<file path="src/rtl/mips_ctrl_pkg.sv">
// Shared control encoding for the MIPS decode/control stage: bus bit positions,
// opcode/funct values, ALU codes, FSM states and the decoded control record.
package mips_ctrl_pkg;

  localparam int EX_ALU_SRC_BIT    = 4;
  localparam int EX_REG_DST_BIT    = 5;
  localparam int EX_SHAMT_BIT      = 6;
  localparam int MEM_WRITE_BIT     = 0;
  localparam int MEM_READ_BIT      = 1;
  localparam int MEM_BRANCH_BIT    = 2;
  localparam int WB_MEM_TO_REG_BIT = 0;
  localparam int WB_REG_WRITE_BIT  = 1;

  localparam logic [5:0] OP_RTYPE = 6'h00;
  localparam logic [5:0] OP_J     = 6'h02;
  localparam logic [5:0] OP_JAL   = 6'h03;
  localparam logic [5:0] OP_BEQ   = 6'h04;
  localparam logic [5:0] OP_BNE   = 6'h05;
  localparam logic [5:0] OP_ADDI  = 6'h08;
  localparam logic [5:0] OP_ADDIU = 6'h09;
  localparam logic [5:0] OP_SLTI  = 6'h0A;
  localparam logic [5:0] OP_SLTIU = 6'h0B;
  localparam logic [5:0] OP_ANDI  = 6'h0C;
  localparam logic [5:0] OP_ORI   = 6'h0D;
  localparam logic [5:0] OP_XORI  = 6'h0E;
  localparam logic [5:0] OP_LUI   = 6'h0F;
  localparam logic [5:0] OP_LB    = 6'h20;
  localparam logic [5:0] OP_LH    = 6'h21;
  localparam logic [5:0] OP_LW    = 6'h23;
  localparam logic [5:0] OP_LBU   = 6'h24;
  localparam logic [5:0] OP_LHU   = 6'h25;
  localparam logic [5:0] OP_SB    = 6'h28;
  localparam logic [5:0] OP_SH    = 6'h29;
  localparam logic [5:0] OP_SW    = 6'h2B;
  localparam logic [5:0] OP_HALT  = 6'h3F;

  localparam logic [5:0] FN_SLL  = 6'h00;
  localparam logic [5:0] FN_SRL  = 6'h02;
  localparam logic [5:0] FN_SRA  = 6'h03;
  localparam logic [5:0] FN_JR   = 6'h08;
  localparam logic [5:0] FN_JALR = 6'h09;
  localparam logic [5:0] FN_ADD  = 6'h20;
  localparam logic [5:0] FN_ADDU = 6'h21;
  localparam logic [5:0] FN_SUB  = 6'h22;
  localparam logic [5:0] FN_SUBU = 6'h23;
  localparam logic [5:0] FN_AND  = 6'h24;
  localparam logic [5:0] FN_OR   = 6'h25;
  localparam logic [5:0] FN_XOR  = 6'h26;
  localparam logic [5:0] FN_NOR  = 6'h27;
  localparam logic [5:0] FN_SLT  = 6'h2A;
  localparam logic [5:0] FN_SLTU = 6'h2B;

  localparam logic [3:0] ALU_AND  = 4'b0000;
  localparam logic [3:0] ALU_OR   = 4'b0001;
  localparam logic [3:0] ALU_XOR  = 4'b0010;
  localparam logic [3:0] ALU_ADD  = 4'b0011;
  localparam logic [3:0] ALU_SUB  = 4'b0100;
  localparam logic [3:0] ALU_NOR  = 4'b0101;
  localparam logic [3:0] ALU_SLT  = 4'b0110;
  localparam logic [3:0] ALU_SLTU = 4'b0111;
  localparam logic [3:0] ALU_SLL  = 4'b1000;
  localparam logic [3:0] ALU_SRL  = 4'b1001;
  localparam logic [3:0] ALU_SRA  = 4'b1010;
  localparam logic [3:0] ALU_LUI  = 4'b1011;
  localparam logic [3:0] ALU_INV  = 4'b1111;

  typedef enum logic [1:0] {
    ST_RUN    = 2'd0,
    ST_DRAIN  = 2'd1,
    ST_HALTED = 2'd2
  } ctrl_state_e;

  typedef struct packed {
    logic [3:0] alu_code;
    logic       alu_src;
    logic       reg_dst;
    logic       shamt_flag;
    logic       mem_write;
    logic       mem_read;
    logic       branch_flag;
    logic       mem_to_reg;
    logic       reg_write;
  } ctrl_t;

  // Unknown instructions decode to the invalid ALU code with every other control bit low.
  function automatic ctrl_t ctrl_invalid();
    ctrl_t c;
    c          = '0;
    c.alu_code = ALU_INV;
    return c;
  endfunction

endpackage

</file>
<file path="src/rtl/decode_ctrl_stage_if.sv">
// Handshake/bus bundle between the IF/ID side and the decode control stage.
interface decode_ctrl_stage_if #(
  parameter int EXEC_BUS_WIDTH = 7,
  parameter int MEM_BUS_WIDTH  = 3,
  parameter int WB_BUS_WIDTH   = 2,
  parameter int REG_ADDR_WIDTH = 5
);
  logic [31:0]               instr;
  logic                      instr_valid;
  logic                      flush;
  logic                      stall_out;
  logic [EXEC_BUS_WIDTH-1:0] execute_bus;
  logic [MEM_BUS_WIDTH-1:0]  memory_bus;
  logic [WB_BUS_WIDTH-1:0]   wb_bus;
  logic [REG_ADDR_WIDTH-1:0] rs_out;
  logic [REG_ADDR_WIDTH-1:0] rt_out;
  logic [REG_ADDR_WIDTH-1:0] rd_out;
  logic                      valid_out;
  logic                      halted;

  modport master (
    output instr, instr_valid, flush,
    input  stall_out, execute_bus, memory_bus, wb_bus,
           rs_out, rt_out, rd_out, valid_out, halted
  );

  modport slave (
    input  instr, instr_valid, flush,
    output stall_out, execute_bus, memory_bus, wb_bus,
           rs_out, rt_out, rd_out, valid_out, halted
  );
endinterface

</file>
<file path="src/rtl/ctrl_decode_table.sv">
// Purely combinational opcode/funct to control-record decode.
module ctrl_decode_table
  import mips_ctrl_pkg::*;
(
  input  logic [31:0] instr,
  output ctrl_t       ctrl
);

  function automatic ctrl_t rtype(input logic [3:0] alu, input logic shamt, input logic write);
    ctrl_t c;
    c            = '0;
    c.alu_code   = alu;
    c.reg_dst    = 1'b1;
    c.shamt_flag = shamt;
    c.reg_write  = write;
    return c;
  endfunction

  function automatic ctrl_t itype(input logic [3:0] alu);
    ctrl_t c;
    c           = '0;
    c.alu_code  = alu;
    c.alu_src   = 1'b1;
    c.reg_write = 1'b1;
    return c;
  endfunction

  logic not_nop;

  always_comb begin
    // An all-zero word is the canonical NOP (SLL $0) and must never write back.
    not_nop = |instr;
    ctrl    = ctrl_invalid();
    case (instr[31:26])
      OP_RTYPE: begin
        case (instr[5:0])
          FN_SLL:           ctrl = rtype(ALU_SLL, 1'b1, not_nop);
          FN_SRL:           ctrl = rtype(ALU_SRL, 1'b1, not_nop);
          FN_SRA:           ctrl = rtype(ALU_SRA, 1'b1, not_nop);
          FN_JR, FN_JALR: begin
            ctrl             = rtype(ALU_ADD, 1'b0, 1'b0);
            ctrl.branch_flag = 1'b1;
          end
          FN_ADD, FN_ADDU:  ctrl = rtype(ALU_ADD, 1'b0, not_nop);
          FN_SUB, FN_SUBU:  ctrl = rtype(ALU_SUB, 1'b0, not_nop);
          FN_AND:           ctrl = rtype(ALU_AND, 1'b0, not_nop);
          FN_OR:            ctrl = rtype(ALU_OR, 1'b0, not_nop);
          FN_XOR:           ctrl = rtype(ALU_XOR, 1'b0, not_nop);
          FN_NOR:           ctrl = rtype(ALU_NOR, 1'b0, not_nop);
          FN_SLT:           ctrl = rtype(ALU_SLT, 1'b0, not_nop);
          FN_SLTU:          ctrl = rtype(ALU_SLTU, 1'b0, not_nop);
          default:          ctrl = ctrl_invalid();
        endcase
      end
      OP_LB, OP_LH, OP_LW, OP_LBU, OP_LHU: begin
        ctrl            = itype(ALU_ADD);
        ctrl.mem_read   = 1'b1;
        ctrl.mem_to_reg = 1'b1;
      end
      OP_SB, OP_SH, OP_SW: begin
        ctrl           = itype(ALU_ADD);
        ctrl.reg_write = 1'b0;
        ctrl.mem_write = 1'b1;
      end
      OP_BEQ, OP_BNE: begin
        ctrl             = '0;
        ctrl.alu_code    = ALU_SUB;
        ctrl.branch_flag = 1'b1;
      end
      OP_J, OP_JAL: begin
        ctrl             = '0;
        ctrl.alu_code    = ALU_ADD;
        ctrl.branch_flag = 1'b1;
      end
      OP_ADDI, OP_ADDIU: ctrl = itype(ALU_ADD);
      OP_SLTI:           ctrl = itype(ALU_SLT);
      OP_SLTIU:          ctrl = itype(ALU_SLTU);
      OP_ANDI:           ctrl = itype(ALU_AND);
      OP_ORI:            ctrl = itype(ALU_OR);
      OP_XORI:           ctrl = itype(ALU_XOR);
      OP_LUI:            ctrl = itype(ALU_LUI);
      default:           ctrl = ctrl_invalid();
    endcase
  end

endmodule

</file>
<file path="src/rtl/decode_ctrl_stage.sv">
// ID/EX control register with load-use stall, flush squash and HALT drain FSM.
// Load-use detection is built only when HAZARD_DETECT_EN is defined.
module decode_ctrl_stage
  import mips_ctrl_pkg::*;
#(
  parameter int EXEC_BUS_WIDTH = 7,
  parameter int MEM_BUS_WIDTH  = 3,
  parameter int WB_BUS_WIDTH   = 2,
  parameter int REG_ADDR_WIDTH = 5,
  parameter int DRAIN_CYCLES   = 3
) (
  input logic                 clk,
  input logic                 rst_n,
  decode_ctrl_stage_if.slave  ctrl_if
);

  localparam int CNT_W = (DRAIN_CYCLES > 1) ? $clog2(DRAIN_CYCLES) : 1;

  ctrl_t                     dec;
  ctrl_state_e               state_q, state_d;
  logic [CNT_W-1:0]          cnt_q, cnt_d;
  logic [EXEC_BUS_WIDTH-1:0] exec_q, exec_d;
  logic [MEM_BUS_WIDTH-1:0]  mem_q, mem_d;
  logic [WB_BUS_WIDTH-1:0]   wb_q, wb_d;
  logic [REG_ADDR_WIDTH-1:0] rs_q, rs_d, rt_q, rt_d, rd_q, rd_d;
  logic                      valid_q, valid_d;
  logic                      halted_q, halted_d;
  logic                      hazard, in_run, is_halt, take_halt, load_instr;

  ctrl_decode_table u_decode_table (
    .instr (ctrl_if.instr),
    .ctrl  (dec)
  );

  always_comb begin
    in_run  = (state_q == ST_RUN);
    is_halt = (ctrl_if.instr[31:26] == OP_HALT);
    hazard  = 1'b0;
`ifdef HAZARD_DETECT_EN
    hazard = in_run && ctrl_if.instr_valid && valid_q && mem_q[MEM_READ_BIT] &&
             (rt_q != '0) &&
             ((rt_q == REG_ADDR_WIDTH'(ctrl_if.instr[25:21])) ||
              (rt_q == REG_ADDR_WIDTH'(ctrl_if.instr[20:16])));
`endif
    // A HALT held behind a load-use stall is only accepted once the stall has cleared.
    take_halt  = in_run && ctrl_if.instr_valid && !ctrl_if.flush && !hazard && is_halt;
    load_instr = in_run && ctrl_if.instr_valid && !ctrl_if.flush && !hazard && !is_halt;

    state_d = state_q;
    cnt_d   = cnt_q;
    case (state_q)
      ST_RUN: begin
        if (take_halt) begin
          state_d = ST_DRAIN;
          cnt_d   = CNT_W'(DRAIN_CYCLES - 1);
        end
      end
      ST_DRAIN: begin
        if (cnt_q == '0) begin
          state_d = ST_HALTED;
        end else begin
          cnt_d = cnt_q - CNT_W'(1);
        end
      end
      ST_HALTED: state_d = ST_HALTED;
      default:   state_d = ST_RUN;
    endcase

    exec_d  = '0;
    mem_d   = '0;
    wb_d    = '0;
    rs_d    = '0;
    rt_d    = '0;
    rd_d    = '0;
    valid_d = 1'b0;
    if (load_instr) begin
      exec_d[3:0]               = dec.alu_code;
      exec_d[EX_ALU_SRC_BIT]    = dec.alu_src;
      exec_d[EX_REG_DST_BIT]    = dec.reg_dst;
      exec_d[EX_SHAMT_BIT]      = dec.shamt_flag;
      mem_d[MEM_WRITE_BIT]      = dec.mem_write;
      mem_d[MEM_READ_BIT]       = dec.mem_read;
      mem_d[MEM_BRANCH_BIT]     = dec.branch_flag;
      wb_d[WB_MEM_TO_REG_BIT]   = dec.mem_to_reg;
      wb_d[WB_REG_WRITE_BIT]    = dec.reg_write;
      rs_d                      = REG_ADDR_WIDTH'(ctrl_if.instr[25:21]);
      rt_d                      = REG_ADDR_WIDTH'(ctrl_if.instr[20:16]);
      rd_d                      = REG_ADDR_WIDTH'(ctrl_if.instr[15:11]);
      valid_d                   = 1'b1;
    end
    halted_d = (state_d == ST_HALTED);
  end

  always_ff @(posedge clk) begin
    if (!rst_n) begin
      state_q  <= ST_RUN;
      cnt_q    <= '0;
      exec_q   <= '0;
      mem_q    <= '0;
      wb_q     <= '0;
      rs_q     <= '0;
      rt_q     <= '0;
      rd_q     <= '0;
      valid_q  <= 1'b0;
      halted_q <= 1'b0;
    end else begin
      state_q  <= state_d;
      cnt_q    <= cnt_d;
      exec_q   <= exec_d;
      mem_q    <= mem_d;
      wb_q     <= wb_d;
      rs_q     <= rs_d;
      rt_q     <= rt_d;
      rd_q     <= rd_d;
      valid_q  <= valid_d;
      halted_q <= halted_d;
    end
  end

  assign ctrl_if.stall_out   = rst_n && (!in_run || (hazard && !ctrl_if.flush));
  assign ctrl_if.execute_bus = exec_q;
  assign ctrl_if.memory_bus  = mem_q;
  assign ctrl_if.wb_bus      = wb_q;
  assign ctrl_if.rs_out      = rs_q;
  assign ctrl_if.rt_out      = rt_q;
  assign ctrl_if.rd_out      = rd_q;
  assign ctrl_if.valid_out   = valid_q;
  assign ctrl_if.halted      = halted_q;

endmodule

</file>
<file path="src/flat_wrapper.sv">
// flat-port wrapper written by rule: the top's interface ports become plain ports
module decode_ctrl_stage_flat import mips_ctrl_pkg::*;
#(
  parameter int EXEC_BUS_WIDTH = 7,
  parameter int MEM_BUS_WIDTH  = 3,
  parameter int WB_BUS_WIDTH   = 2,
  parameter int REG_ADDR_WIDTH = 5,
  parameter int DRAIN_CYCLES   = 3
)
  (clk, rst_n, ctrl_if_instr, ctrl_if_instr_valid, ctrl_if_flush, ctrl_if_stall_out, ctrl_if_execute_bus, ctrl_if_memory_bus, ctrl_if_wb_bus, ctrl_if_rs_out, ctrl_if_rt_out, ctrl_if_rd_out, ctrl_if_valid_out, ctrl_if_halted);
  decode_ctrl_stage_if #(.EXEC_BUS_WIDTH(EXEC_BUS_WIDTH), .MEM_BUS_WIDTH(MEM_BUS_WIDTH), .WB_BUS_WIDTH(WB_BUS_WIDTH), .REG_ADDR_WIDTH(REG_ADDR_WIDTH)) ctrl_if_i ();
  input logic clk;
  input logic rst_n;
  input wire logic [$bits(ctrl_if_i.instr)-1:0] ctrl_if_instr;
  input wire logic [$bits(ctrl_if_i.instr_valid)-1:0] ctrl_if_instr_valid;
  input wire logic [$bits(ctrl_if_i.flush)-1:0] ctrl_if_flush;
  output wire logic [$bits(ctrl_if_i.stall_out)-1:0] ctrl_if_stall_out;
  output wire logic [$bits(ctrl_if_i.execute_bus)-1:0] ctrl_if_execute_bus;
  output wire logic [$bits(ctrl_if_i.memory_bus)-1:0] ctrl_if_memory_bus;
  output wire logic [$bits(ctrl_if_i.wb_bus)-1:0] ctrl_if_wb_bus;
  output wire logic [$bits(ctrl_if_i.rs_out)-1:0] ctrl_if_rs_out;
  output wire logic [$bits(ctrl_if_i.rt_out)-1:0] ctrl_if_rt_out;
  output wire logic [$bits(ctrl_if_i.rd_out)-1:0] ctrl_if_rd_out;
  output wire logic [$bits(ctrl_if_i.valid_out)-1:0] ctrl_if_valid_out;
  output wire logic [$bits(ctrl_if_i.halted)-1:0] ctrl_if_halted;
  assign ctrl_if_i.instr = ctrl_if_instr;
  assign ctrl_if_i.instr_valid = ctrl_if_instr_valid;
  assign ctrl_if_i.flush = ctrl_if_flush;
  assign ctrl_if_stall_out = ctrl_if_i.stall_out;
  assign ctrl_if_execute_bus = ctrl_if_i.execute_bus;
  assign ctrl_if_memory_bus = ctrl_if_i.memory_bus;
  assign ctrl_if_wb_bus = ctrl_if_i.wb_bus;
  assign ctrl_if_rs_out = ctrl_if_i.rs_out;
  assign ctrl_if_rt_out = ctrl_if_i.rt_out;
  assign ctrl_if_rd_out = ctrl_if_i.rd_out;
  assign ctrl_if_valid_out = ctrl_if_i.valid_out;
  assign ctrl_if_halted = ctrl_if_i.halted;
  decode_ctrl_stage #(.EXEC_BUS_WIDTH(EXEC_BUS_WIDTH), .MEM_BUS_WIDTH(MEM_BUS_WIDTH), .WB_BUS_WIDTH(WB_BUS_WIDTH), .REG_ADDR_WIDTH(REG_ADDR_WIDTH), .DRAIN_CYCLES(DRAIN_CYCLES)) u_core (.clk(clk), .rst_n(rst_n), .ctrl_if(ctrl_if_i));
endmodule
</file>
<file path="config.mk">
export PLATFORM = sky130hd
export DESIGN_NAME = decode_ctrl_stage_flat
export DESIGN_NICKNAME = d
export VERILOG_FILES = /design/src/rtl/mips_ctrl_pkg.sv /design/src/rtl/decode_ctrl_stage_if.sv /design/src/rtl/ctrl_decode_table.sv /design/src/rtl/decode_ctrl_stage.sv /design/src/flat_wrapper.sv
export SDC_FILE = /design/constraint.sdc
export NUM_CORES = 1
export LEC_CHECK = 0
export BUFFER_PORTS_ARGS = -buffer_cell sky130_fd_sc_hd__buf_2
export CAP_MARGIN = 30
export CORE_AREA = 2 2 80 44
export CTS_CLUSTER_DIAMETER = 200
export DETAILED_ROUTE_END_ITERATION = 8
export DIE_AREA = 0 0 82 46
export HOLD_SLACK_MARGIN = 0.08
export PLACE_DENSITY = 0.8
export SLEW_MARGIN = 0
export SYNTH_ARGS = -nofsm -noshare
export SYNTH_HDL_FRONTEND = slang
export SYNTH_SLANG_ARGS = --single-unit
</file>
<file path="constraint.sdc">
create_clock -name clk -period 3.49 [get_ports clk]
set_clock_uncertainty 0.2 [all_clocks]
set_input_delay 0.1745 -clock clk [delete_from_list [all_inputs] [get_ports clk]]
set_output_delay 0.1745 -clock clk [all_outputs]
set_load 0.005 [all_outputs]
</file>
After elaboration in Yosys (flattened, before gate mapping). Index checks and enable logic that the tools add are counted.

Output and inout bits: 30. Logic and storage cells: 84. Bits in registers: 33. Input bits: 36.

Reduce and logical (&&, ||, !) cells: 24. Add/subtract/negate cells: 1. Equality and inequality tests: 40. Muxes and demuxes: 9.

Operators with widths (count): 12-bit one-hot mux with 12 select lines (2); 6-bit == test (second input constant) (19); 6-bit by 4-bit == test with 1-bit output (second input constant) (10); 32-bit OR reduction (1); 6-bit by 2-bit == test with 1-bit output (second input constant) (4); 6-bit by 3-bit == test with 1-bit output (second input constant) (2); 6-bit zero test (2); 2-bit OR reduction (6); 2-bit 2-to-1 mux (4); 2-bit one-hot mux with 3 select lines (1); 1-bit logical AND (5); 5-bit OR reduction (1); 2-bit == test (second input constant) (2); 2-bit zero test (2); 2-bit inequality test (second input constant) (2); 2-bit one-hot mux with 2 select lines (1); 1-bit zero test (3); 3-bit AND reduction (1); 3-bit OR reduction (1); 2-bit by 1-bit == test with 1-bit output (second input constant) (1); 2-bit AND reduction (1); 2-bit nonzero test (1); 2-bit by 1-bit subtractor with 2-bit output (second input constant) (1); 1-bit 2-to-1 mux (1).

Depth between registers and ports, before layout. Gate-level depths: netlist (run 1).

Depth in word-level cells: 7. Mapped depth: 8. Gate-level depth less buffers: 6.

By module. Synthesis (run 1) repeated with hierarchy kept, for this count alone.

Cell total of the unflattened synthesis: 168. Area total of the unflattened synthesis: 1584.0 µm².

Modules (own cells, without submodules): decode_ctrl_stage (area an instance 1019.7 µm², sequential area each 660.6 µm², cells an instance 83, instances 1); ctrl_decode_table (area an instance 564.3 µm², sequential area each 0.0 µm², cells an instance 85, instances 1).

Worst setup path before layout (run 1). Ideal clock, no wire load.

Kind: in2reg. From: in ctrl_if_instr[28]. To: reg u_core.exec_q[0], in the netlist u_core.ctrl_if.execute_bus[0]. Setup time: 75 ps. Slack: 1678 ps. Data arrival time: 1538 ps. Data required time: 3215 ps. Path buffers: 1. Stages on the path: 5. Path through: buf_6 -> or3_4 -> or4_4 -> o32a_1 -> a31oi_1.

Word-level cells in the longest chain between the ends: 4. Elaborated cells on any way between the ends: 31. Classes of those cells: eq/ne (21); mux (1); reduce/logical (9).

RTL lines: from (decl) (RTL line flat_wrapper.sv:14) `input wire logic [$bits(ctrl_if_i.instr)-1:0] ctrl_if_instr;`; branches (longest 4 deep; another with 12-bit one-hot mux with 12 select lines); to (signal assigned) (RTL line decode_ctrl_stage.sv:98) `exec_q <= '0;`; to (signal assigned) (RTL line decode_ctrl_stage.sv:109) `exec_q <= exec_d;`; to (decl) (RTL line decode_ctrl_stage.sv:22) `logic [EXEC_BUS_WIDTH-1:0] exec_q, exec_d;`.

Parallel ways; which one is timed is not known. A chain may end at the register's enable or synchronous reset.

Worst setup path after layout (run 1).
From: in ctrl_if_instr[29]. To: reg u_core.exec_q[1], in the netlist u_core.ctrl_if.execute_bus[1].

The elaborated chain is that of the path after synthesis.

==> report_table.html, run 1 <==
<table>
<tr><th>Metric</th><th>Value</th></tr>
<tr><th colspan="2">Worst setup path</th></tr>
<tr><td>Startpoint class of the critical path</td><td>primary input</td></tr>
<tr><td>Critical path capture point type</td><td>register</td></tr>
<tr><td>Reg2reg start</td><td>u_core.state_q[1]</td></tr>
<tr><td>Terminus of the critical flop-to-flop path</td><td>u_core.ctrl_if.execute_bus[1]</td></tr>
<tr><td>Critical path arrival</td><td>roughly 2600 ps</td></tr>
<tr><td>Required time worst endpoint</td><td>3470 ps</td></tr>
<tr><td>Maximum cell stage delay along the critical path</td><td>570 ps</td></tr>
<tr><td>Worst reg2reg setup slack</td><td>1190 ps</td></tr>
<tr><td>Count of cells along the worst register-to-register path</td><td>5</td></tr>
<tr><td>CP delay by family, top</td><td>buffers and inverters</td></tr>
<tr><td>Most used cell along the critical path</td><td>dlygate4sd3_1</td></tr>
<tr><td>Crit path max-delay cell type</td><td>or4_1</td></tr>
<tr><td>Sum of buffers and inverters on the critical path</td><td>5</td></tr>
<tr><td>End point of the critical path</td><td>u_core.ctrl_if.execute_bus[1]</td></tr>
<tr><td>Critical path fanouts, max</td><td>19</td></tr>
<tr><td>Critical path, cell by cell</td><td>dlygate4sd3_1 &gt; buf_2 &gt; inv_1 &gt; or4_1 &gt; nand3_2 &gt; inv_2 &gt; o41a_1 &gt; dlygate4sd3_1</td></tr>
<tr><td>Crit. Startpoint</td><td>ctrl_if_instr[29]</td></tr>
<tr><td>Crit. path cell count</td><td>8</td></tr>
<tr><td>Crit Path Category</td><td>in -&gt; reg</td></tr>
<tr><th colspan="2">Die</th></tr>
<tr><td>Effective utilization at floorplan</td><td>0.465</td></tr>
<tr><td>I/O pin total</td><td>66</td></tr>
<tr><td>Area of the placeable core</td><td>between 3000 and 4000 sq um</td></tr>
<tr><td>Die Footprint</td><td>around 3800 sq um</td></tr>
<tr><td>Die Ht</td><td>~46 um</td></tr>
<tr><td>Cell row count</td><td>15</td></tr>
<tr><td>Die Wd</td><td>a little over 80 um</td></tr>
<tr><th colspan="2">GRT</th></tr>
<tr><td>Maximum number of pins on one net before global-route repair</td><td>20</td></tr>
<tr><td>Initial antenna violation count</td><td>0</td></tr>
<tr><td>Global-route usage over all layers</td><td>0.219</td></tr>
<tr><td>Vias in the first global route</td><td>around 1300</td></tr>
<tr><td>First-pass GRT wire length</td><td>5.92 mm</td></tr>
<tr><td>Final global-route overflow total</td><td>0</td></tr>
<tr><th colspan="2">STA</th></tr>
<tr><td>Worst hold margin</td><td>99.9 ps</td></tr>
<tr><td>Final hold viol count</td><td>0</td></tr>
<tr><td>Max frequency</td><td>between 300 and 400 MHz</td></tr>
<tr><td>Minimum clock period</td><td>around 2600 ps</td></tr>
<tr><td>Final worst path period share</td><td>0.751</td></tr>
<tr><td>Slew at the pin closest to its max-slew limit</td><td>between 500 and 600 ps</td></tr>
<tr><td>Setup Viol. Count Final</td><td>0</td></tr>
<tr><td>Sum Neg Setup Slack</td><td>0 ps</td></tr>
<tr><td>Max-Slew Margin vs Limit</td><td>0.651</td></tr>
<tr><td>Pins Over Slew Limit</td><td>0</td></tr>
<tr><td>Setup repair after global routing missed its margin</td><td>false</td></tr>
<tr><th colspan="2">Drt</th></tr>
<tr><td>Drt total wl</td><td>4.07 mm</td></tr>
<tr><td>Post-detailed-route wirelength per cell</td><td>13.9 um</td></tr>
<tr><td>Wire length on met2</td><td>between 1.5 and 2 mm</td></tr>
<tr><td>Routed vias</td><td>~1500</td></tr>
<tr><td>Number of detailed-routing iterations run before antenna repair</td><td>4</td></tr>
<tr><td>Wire length the detailed router placed on met1</td><td>~1.9 mm</td></tr>
<tr><td>1st-iter DRT viols</td><td>62</td></tr>
<tr><td>DRT antenna net count</td><td>0</td></tr>
<tr><td>Via density</td><td>5.27</td></tr>
<tr><td>Met3 Wirelength</td><td>386 um</td></tr>
<tr><td>Highest layer used for signal routing</td><td>met4</td></tr>
<tr><td>Number of design rule violations left after detail routing</td><td>0</td></tr>
<tr><th colspan="2">Yosys</th></tr>
<tr><td>Synth Area per Inst</td><td>between 8 and 9 sq um</td></tr>
<tr><td>Top cells by area, synth</td><td>dfxtp_1, and2_1, nor4_1</td></tr>
<tr><td>Seq/Total Area, Yosys</td><td>0.436</td></tr>
<tr><td>Number of warnings printed during yosys synthesis</td><td>0</td></tr>
<tr><td>Unique cell type count in the Yosys netlist</td><td>between 40 and 50</td></tr>
<tr><td>Post-synth top area share</td><td>0.436</td></tr>
<tr><td>Most frequent cell after synthesis</td><td>dfxtp_1</td></tr>
<tr><td>Synth area leader</td><td>dfxtp_1</td></tr>
<tr><td>Synthesized cell area</td><td>1470 sq um</td></tr>
<tr><td>Cell types with the highest counts after synthesis</td><td>dfxtp_1, and2_1, nor2_1</td></tr>
<tr><td>Net Count, Synth</td><td>just over 200</td></tr>
<tr><td>Total of flip-flops plus latches after synthesis</td><td>32</td></tr>
<tr><td>Post-synthesis cell count</td><td>between 150 and 200</td></tr>
<tr><td>Post-synth EDFFs</td><td>0</td></tr>
<tr><td>Most used flip-flop cell after synthesis</td><td>dfxtp_1</td></tr>
<tr><td>Ys async rst share</td><td>0</td></tr>
<tr><th colspan="2">Clocking</th></tr>
<tr><td>Post_cts resized</td><td>0</td></tr>
<tr><td>Number of buffers inserted for hold repair after clock tree synthesis</td><td>21</td></tr>
<tr><td>Clock root buffer</td><td>clkbuf_8</td></tr>
<tr><td>CTS clk-pin slew, worst paths</td><td>70 ps</td></tr>
<tr><td>Post-CTS setup repair buffer count</td><td>0</td></tr>
<tr><td>Number of H-tree levels</td><td>2</td></tr>
<tr><td>Number of clock buffers inserted by TritonCTS</td><td>5</td></tr>
<tr><td>Clock Latency Late Sink</td><td>about 290 ps</td></tr>
<tr><td>Total number of clock tree sinks</td><td>32</td></tr>
<tr><td>Clock Path Buffers</td><td>2</td></tr>
<tr><td>Clock tree from TritonCTS</td><td>yes</td></tr>
<tr><th colspan="2">Layout</th></tr>
<tr><td>Sequential cell area in the final layout</td><td>roughly 640 sq um</td></tr>
<tr><td>Area Growth Syn to Fin</td><td>43.1%</td></tr>
<tr><td>Fin cells</td><td>approximately 300</td></tr>
<tr><td>Design Area, Final</td><td>2100 sq um</td></tr>
<tr><td>Area occupied by multi-input gates</td><td>733 sq um</td></tr>
<tr><td>Layout cell share with drive strength beyond 1</td><td>0.312</td></tr>
<tr><td>Diode count</td><td>0</td></tr>
<tr><td>Filler Cells Inserted</td><td>273</td></tr>
<tr><td>Final Core Density</td><td>0.666</td></tr>
<tr><td>Nets</td><td>~290</td></tr>
<tr><th colspan="2">Hold path</th></tr>
<tr><td>Class of the tightest hold or removal check</td><td>in -&gt; reg</td></tr>
<tr><td>Number of cells on the worst hold path</td><td>4</td></tr>
<tr><th colspan="2">Pwr</th></tr>
<tr><td>Static Leak</td><td>roughly 0.96 nW</td></tr>
<tr><td>Power Dens Cells</td><td>just under 400 nW/um^2</td></tr>
<tr><td>Peak supply drop</td><td>approximately 0.22 mV</td></tr>
<tr><th colspan="2">Run</th></tr>
<tr><td>MaxCap Viol Count</td><td>0</td></tr>
<tr><th colspan="2">Outcome</th></tr>
<tr><td>Outcome</td><td>completed</td></tr>
<tr><th colspan="2">Placed design</th></tr>
<tr><td>Detailed placer's ending HPWL</td><td>2.70 mm</td></tr>
<tr><td>Post-detailed-placement cell area</td><td>1780 sq um</td></tr>
<tr><td>Global placement routability congestion</td><td>between 0.9 and 1</td></tr>
<tr><td>Number of input and output port buffers inserted</td><td>65</td></tr>
<tr><td>Placed Instances</td><td>about 260</td></tr>
</table>
worst min path at each step:
stage,startpoint,endpoint,slack [ps]
detailed placement,ctrl_if_instr[22],u_core.ctrl_if.rs_out[1],200
global route,ctrl_if_instr[31],u_core.ctrl_if.execute_bus[5],130
global placement,ctrl_if_instr[16],u_core.ctrl_if.rt_out[0],190
floorplan,rst_n,u_core.cnt_q[0],90
finish,ctrl_if_instr[4],u_core.ctrl_if.wb_bus[1],100
CTS,ctrl_if_instr[4],u_core.ctrl_if.wb_bus[1],100
state kept, by name (all words and copies together), names as in the netlist:
name                        count
u_core.state_q                  2
u_core.cnt_q                    2
u_core.ctrl_if.rt_out           5
u_core.ctrl_if.valid_out        1
u_core.ctrl_if.memory_bus       2
u_core.ctrl_if.wb_bus           2
u_core.ctrl_if.execute_bus      7
u_core.ctrl_if.halted           1
u_core.ctrl_if.rs_out           5
u_core.ctrl_if.rd_out           5
worst reg2reg max path, cell delays in order (launching register included):
cell           delay [ps]
dfxtp_1               350
nor4b_1               450
nand3_2               230
inv_2                 280
o41a_1                190
dlygate4sd3_1         540
cells in the final DEF, fill, tap and decap left out, drive strengths merged, types with 2 or more instances in the layout:
cell type	count
a211o	3
o31a	2
nor2b	3
a31oi	4
o32a	2
nor3b	2
and2	18
or3	2
nor4	9
nor3	4
clkbuf	6
and3	3
dfxtp	32
nand2b	5
nand2	6
a21oi	7
nor2	12
o21ai	11
inv	8
a221oi	3
mux2i	2
or4	2
buf	65
dlygate4sd3	21
o21a	2
nand3	3
report_power, final:
part	internal (mW)	total, mW	switching, mW	leakage, nW
clock	0.212	0.349	0.137	0.0552
combinational	0.0547	0.110	0.0553	0.643
sequential	0.373	0.375	0.00193	0.260
total	0.639	0.834	0.195	0.958
logic make-up (layout without fill, tap and decap cells):
group	count (synthesis)	in the layout	share of synthesized area
simple gates	74	74	0.297
mux	2	2	0.0136
buf+inv	21	102	0.0639
flops	32	32	0.436
xor+xnor	1	1	0.00597
compound gates	38	38	0.175
fa+ha+maj	1	1	0.00852
metal layers:
| layer | vias to the layer above | track usage |
|---|---|---|
| met5 | - | 0 |
| met4 | 0 | 0.0900 |
| met3 | 7 | 0.0754 |
| met2 | 75 | 0.324 |
| met1 | 693 | 0.295 |
| li1 | 763 | - |
through the flow:
stage	setup WS (ps)	power, mW
floorplan	1680	0.435
global placement	1490	0.472
detailed placement	1470	0.471
CTS	910	0.834
global route	774	0.864
finish	869	0.834
final cells by class:
class                      instances  area share
clock buffer                       6      0.0346
clock inverter                     2      0.0167
inverter                           8      0.0143
multi-input combinational        116       0.349
sequential                        32       0.305
tap                               42      0.0250
timing repair buffer              86       0.255
No activity file was read; power rests on OpenSTA's default activity.
==> run 2: changes to the inputs <==
--- a/config.mk
+++ b/config.mk
@@ -7,12 +7,12 @@
 export LEC_CHECK = 0
 export BUFFER_PORTS_ARGS = -buffer_cell sky130_fd_sc_hd__buf_2
 export CAP_MARGIN = 30
-export CORE_AREA = 2 2 80 44
+export CORE_AREA = 2 2 87 47
 export CTS_CLUSTER_DIAMETER = 200
 export DETAILED_ROUTE_END_ITERATION = 8
-export DIE_AREA = 0 0 82 46
+export DIE_AREA = 0 0 89 49
 export HOLD_SLACK_MARGIN = 0.08
-export PLACE_DENSITY = 0.8
+export PLACE_DENSITY = 0.72
 export SLEW_MARGIN = 0
 export SYNTH_ARGS = -nofsm -noshare
 export SYNTH_HDL_FRONTEND = slang
==> constraint.sdc (replaced) <==
create_clock -name clk -period 2.21 [get_ports clk]
set_clock_uncertainty 0.2 [all_clocks]
set_input_delay 0.1105 -clock clk [delete_from_list [all_inputs] [get_ports clk]]
set_output_delay 0.1105 -clock clk [all_outputs]
set_load 0.005 [all_outputs]
==> run 2 against run 1 <==
Net effect:
- worst setup slack got worse by 750 ps
- combinational power rose by 79%
- clock-buffer cell count rose by 1
- highest routed layer unchanged
==> report_table.html, run 2 (same netlist as run 1, synthesis figures left out) <==
<table>
<tr><th>Metric</th><th>Value</th></tr>
<tr><th colspan="2">Outcome</th></tr>
<tr><td>Outcome</td><td>completed (unchanged)</td></tr>
<tr><th colspan="2">GRT</th></tr>
<tr><td>Final global-route overflow total</td><td>0 (unchanged)</td></tr>
<tr><td>First-pass GRT wire length</td><td>6.60 mm (was 5.92 mm)</td></tr>
<tr><td>Maximum number of pins on one net before global-route repair</td><td>20 (unchanged)</td></tr>
<tr><td>Global-route usage over all layers</td><td>0.200 (was 0.219)</td></tr>
<tr><td>Vias in the first global route</td><td>1361 (was 1280)</td></tr>
<tr><td>Initial antenna violation count</td><td>0 (unchanged)</td></tr>
<tr><th colspan="2">STA</th></tr>
<tr><td>Final worst path period share</td><td>0.944</td></tr>
<tr><td>Final hold viol count</td><td>0 (unchanged)</td></tr>
<tr><td>Minimum clock period</td><td>~2100 ps</td></tr>
<tr><td>Max-Slew Margin vs Limit</td><td>0.686 (was 0.651)</td></tr>
<tr><td>Setup repair after global routing missed its margin</td><td>false (unchanged)</td></tr>
<tr><td>Worst hold margin</td><td>96.0 ps (was 99.9 ps)</td></tr>
<tr><td>Pins Over Slew Limit</td><td>0 (unchanged)</td></tr>
<tr><td>Max frequency</td><td>around 480 MHz</td></tr>
<tr><td>Sum Neg Setup Slack</td><td>0 ps (unchanged)</td></tr>
<tr><td>Setup Viol. Count Final</td><td>0 (unchanged)</td></tr>
<tr><td>Slew at the pin closest to its max-slew limit</td><td>467 ps (was 519 ps)</td></tr>
<tr><th colspan="2">Clocking</th></tr>
<tr><td>Clock root buffer</td><td>clkbuf_8 (unchanged)</td></tr>
<tr><td>CTS clk-pin slew, worst paths</td><td>70 ps (about the same)</td></tr>
<tr><td>Clock Path Buffers</td><td>2 (unchanged)</td></tr>
<tr><td>Clock tree from TritonCTS</td><td>yes (unchanged)</td></tr>
<tr><td>Number of clock buffers inserted by TritonCTS</td><td>5 (unchanged)</td></tr>
<tr><td>Clock Latency Late Sink</td><td>280 ps (was 290 ps)</td></tr>
<tr><td>Total number of clock tree sinks</td><td>32 (unchanged)</td></tr>
<tr><td>Number of H-tree levels</td><td>2 (unchanged)</td></tr>
<tr><th colspan="2">Layout</th></tr>
<tr><td>Layout cell share with drive strength beyond 1</td><td>0.337 (was 0.312)</td></tr>
<tr><td>Nets</td><td>297 (was 286)</td></tr>
<tr><td>Diode count</td><td>0 (unchanged)</td></tr>
<tr><td>Area Growth Syn to Fin</td><td>50.6% (was 43.1%)</td></tr>
<tr><td>Highest-count cells in the layout ignoring fill and taps</td><td>buf_2, dfxtp_1, dlygate4sd3_1 (unchanged)</td></tr>
<tr><td>Filler Cells Inserted</td><td>326 (was 273)</td></tr>
<tr><td>Most common library cell in the layout ignoring fill and taps</td><td>buf_2 (unchanged)</td></tr>
<tr><td>Max reg flops</td><td>7 (unchanged)</td></tr>
<tr><td>Design Area, Final</td><td>2210 sq um (was 2100 sq um)</td></tr>
<tr><th colspan="2">Die</th></tr>
<tr><td>I/O pin total</td><td>66 (unchanged)</td></tr>
<tr><td>Effective utilization at floorplan</td><td>0.398 (was 0.465)</td></tr>
<tr><td>Cell row count</td><td>16 (was 15)</td></tr>
<tr><td>Die Footprint</td><td>4360 sq um (was 3770 sq um)</td></tr>
<tr><td>Die Ht</td><td>49 um (was 46 um)</td></tr>
<tr><td>Die Wd</td><td>89 um (was 82 um)</td></tr>
<tr><td>Area of the placeable core</td><td>3680 sq um (was 3150 sq um)</td></tr>
<tr><th colspan="2">Hold path</th></tr>
<tr><td>Destination of the worst hold path</td><td>u_core.ctrl_if.execute_bus[1] (was u_core.ctrl_if.wb_bus[1])</td></tr>
<tr><td>Number of cells on the worst hold path</td><td>3 (was 4)</td></tr>
<tr><td>Class of the tightest hold or removal check</td><td>in -&gt; reg (unchanged)</td></tr>
<tr><td>Hold path startpoint</td><td>ctrl_if_instr[28] (was ctrl_if_instr[4])</td></tr>
<tr><th colspan="2">Worst setup path</th></tr>
<tr><td>Crit Path Category</td><td>in -&gt; reg (unchanged)</td></tr>
<tr><td>Worst reg2reg setup slack</td><td>300 ps (was 1190 ps)</td></tr>
<tr><td>Count of cells along the worst register-to-register path</td><td>4 (was 5)</td></tr>
<tr><td>Critical path arrival</td><td>2050 ps (was 2600 ps)</td></tr>
<tr><td>Reg2reg start</td><td>u_core.state_q[1] (unchanged)</td></tr>
<tr><td>Required time worst endpoint</td><td>2180 ps (was 3470 ps)</td></tr>
<tr><td>Terminus of the critical flop-to-flop path</td><td>u_core.ctrl_if.execute_bus[6] (was u_core.ctrl_if.execute_bus[1])</td></tr>
<tr><td>Critical path capture point type</td><td>register (unchanged)</td></tr>
<tr><td>Startpoint class of the critical path</td><td>primary input (unchanged)</td></tr>
<tr><td>Critical path fanouts, max</td><td>19 (unchanged)</td></tr>
<tr><th colspan="2">Drt</th></tr>
<tr><td>Via density</td><td>5.04 (was 5.27)</td></tr>
<tr><td>Number of design rule violations left after detail routing</td><td>0 (unchanged)</td></tr>
<tr><td>Drt total wl</td><td>4.53 mm (was 4.07 mm)</td></tr>
<tr><td>DRT antenna net count</td><td>0 (unchanged)</td></tr>
<tr><td>Post-detailed-route wirelength per cell</td><td>14.4 um (was 13.9 um)</td></tr>
<tr><td>Routed vias</td><td>1587 (was 1538)</td></tr>
<tr><td>Number of detailed-routing iterations run before antenna repair</td><td>5 (was 4)</td></tr>
<tr><td>1st-iter DRT viols</td><td>84 (was 62)</td></tr>
<tr><th colspan="2">Placed design</th></tr>
<tr><td>Detailed placer's ending HPWL</td><td>2.79 mm (was 2.70 mm)</td></tr>
<tr><td>Global placement routability congestion</td><td>0.976 (was 0.950)</td></tr>
<tr><td>Post-detailed-placement cell area</td><td>1800 sq um (was 1780 sq um)</td></tr>
<tr><td>Number of input and output port buffers inserted</td><td>65 (unchanged)</td></tr>
<tr><th colspan="2">Pwr</th></tr>
<tr><td>Power Dens Cells</td><td>569 nW/um^2 (was 397 nW/um^2)</td></tr>
<tr><td>Peak supply drop</td><td>0.209 mV (was 0.224 mV)</td></tr>
<tr><td>Static Leak</td><td>1.02 nW (was 0.958 nW)</td></tr>
<tr><td>Post-layout total power</td><td>1.26 mW (was 0.834 mW)</td></tr>
<tr><th colspan="2">Run</th></tr>
<tr><td>MaxCap Viol Count</td><td>0 (unchanged)</td></tr>
</table>
[run 2: cell count changes in the layout (fill, tap and decap cells not counted), moves of 2 or more]
cell | previous run | this run
buf_4 | 0 | 9
o21ai_1 | 0 | 2
buf_6 | 0 | 2
dlymetal6s4s_1 | 0 | 2
buf_2 | 65 | 63
o21ai_0 | 11 | 9
[run 2: layout make-up]
class / count / area [sq um] / area share
multi-input combinational: 116 / 738 / 0.334
inverter: 8 / 30.0 / 0.0136
timing repair buffer: 97 / 641 / 0.290
tap: 54 / 67.6 / 0.0306
clock inverter: 1 / 7.51 / 0.00340
sequential: 32 / 641 / 0.290
clock buffer: 7 / 86.3 / 0.0390
[run 2: worst max path at each step]
stage / startpoint / to / slack [ps] / depth (start not counted)
2_1_floorplan: ctrl_if_instr[28] / u_core.ctrl_if.execute_bus[0] / 460 / 5
3_3_place_gp: ctrl_if_instr[27] / u_core.ctrl_if.execute_bus[0] / 300 / 5
3_5_place_dp: ctrl_if_instr[27] / u_core.ctrl_if.execute_bus[0] / 270 / 5
4_1_cts: ctrl_if_instr[27] / u_core.ctrl_if.wb_bus[1] / 5 / 7
5_1_grt: ctrl_if_instr[31] / u_core.ctrl_if.memory_bus[0] / 50 / 7
6_report: ctrl_if_instr[31] / u_core.ctrl_if.memory_bus[0] / 120 / 7
[run 2: worst max-delay path, cell delays in order]
cell and delay [ps]:
dlygate4sd3_1 540, buf_2 190, inv_1 70, or4_1 570
nand3_2 180, inv_2 160, and3_1 230
[run 2: report_power, final]
part	internal, mW	leakage (nW)	switching, mW
clock	0.253	0.0445	0.216
combinational	0.101	0.714	0.0959
sequential	0.588	0.260	0.00300
total	0.942	1.02	0.315
[run 2: layer usage]
metal,up-vias,share of wire,global-route usage
met5,-,0,0
met4,0,0.011,0.0572
met3,11,0.11,0.0694
met2,96,0.41,0.269
met1,702,0.46,0.301
li1,778,-,-
[run 2: metrics by stage]
stage / worst slack (ps) / cells / util
5_1_grt: 47.9 / 315 / 0.600
6_report: 123 / 315 / 0.600
3_3_place_gp: 299 / 276 / 0.490
4_1_cts: 5.45 / 307 / 0.578
3_5_place_dp: 271 / 276 / 0.490
2_1_floorplan: 462 / 169 / -
[run 2: what timing repair did]
action                                  in CTS  in global routing
setup buffers                                0                  8
endpoints found under the setup margin       0                  3
hold endpoints to repair                    30                  0
resized for setup                            0                 11
hold buffers                                23                  0
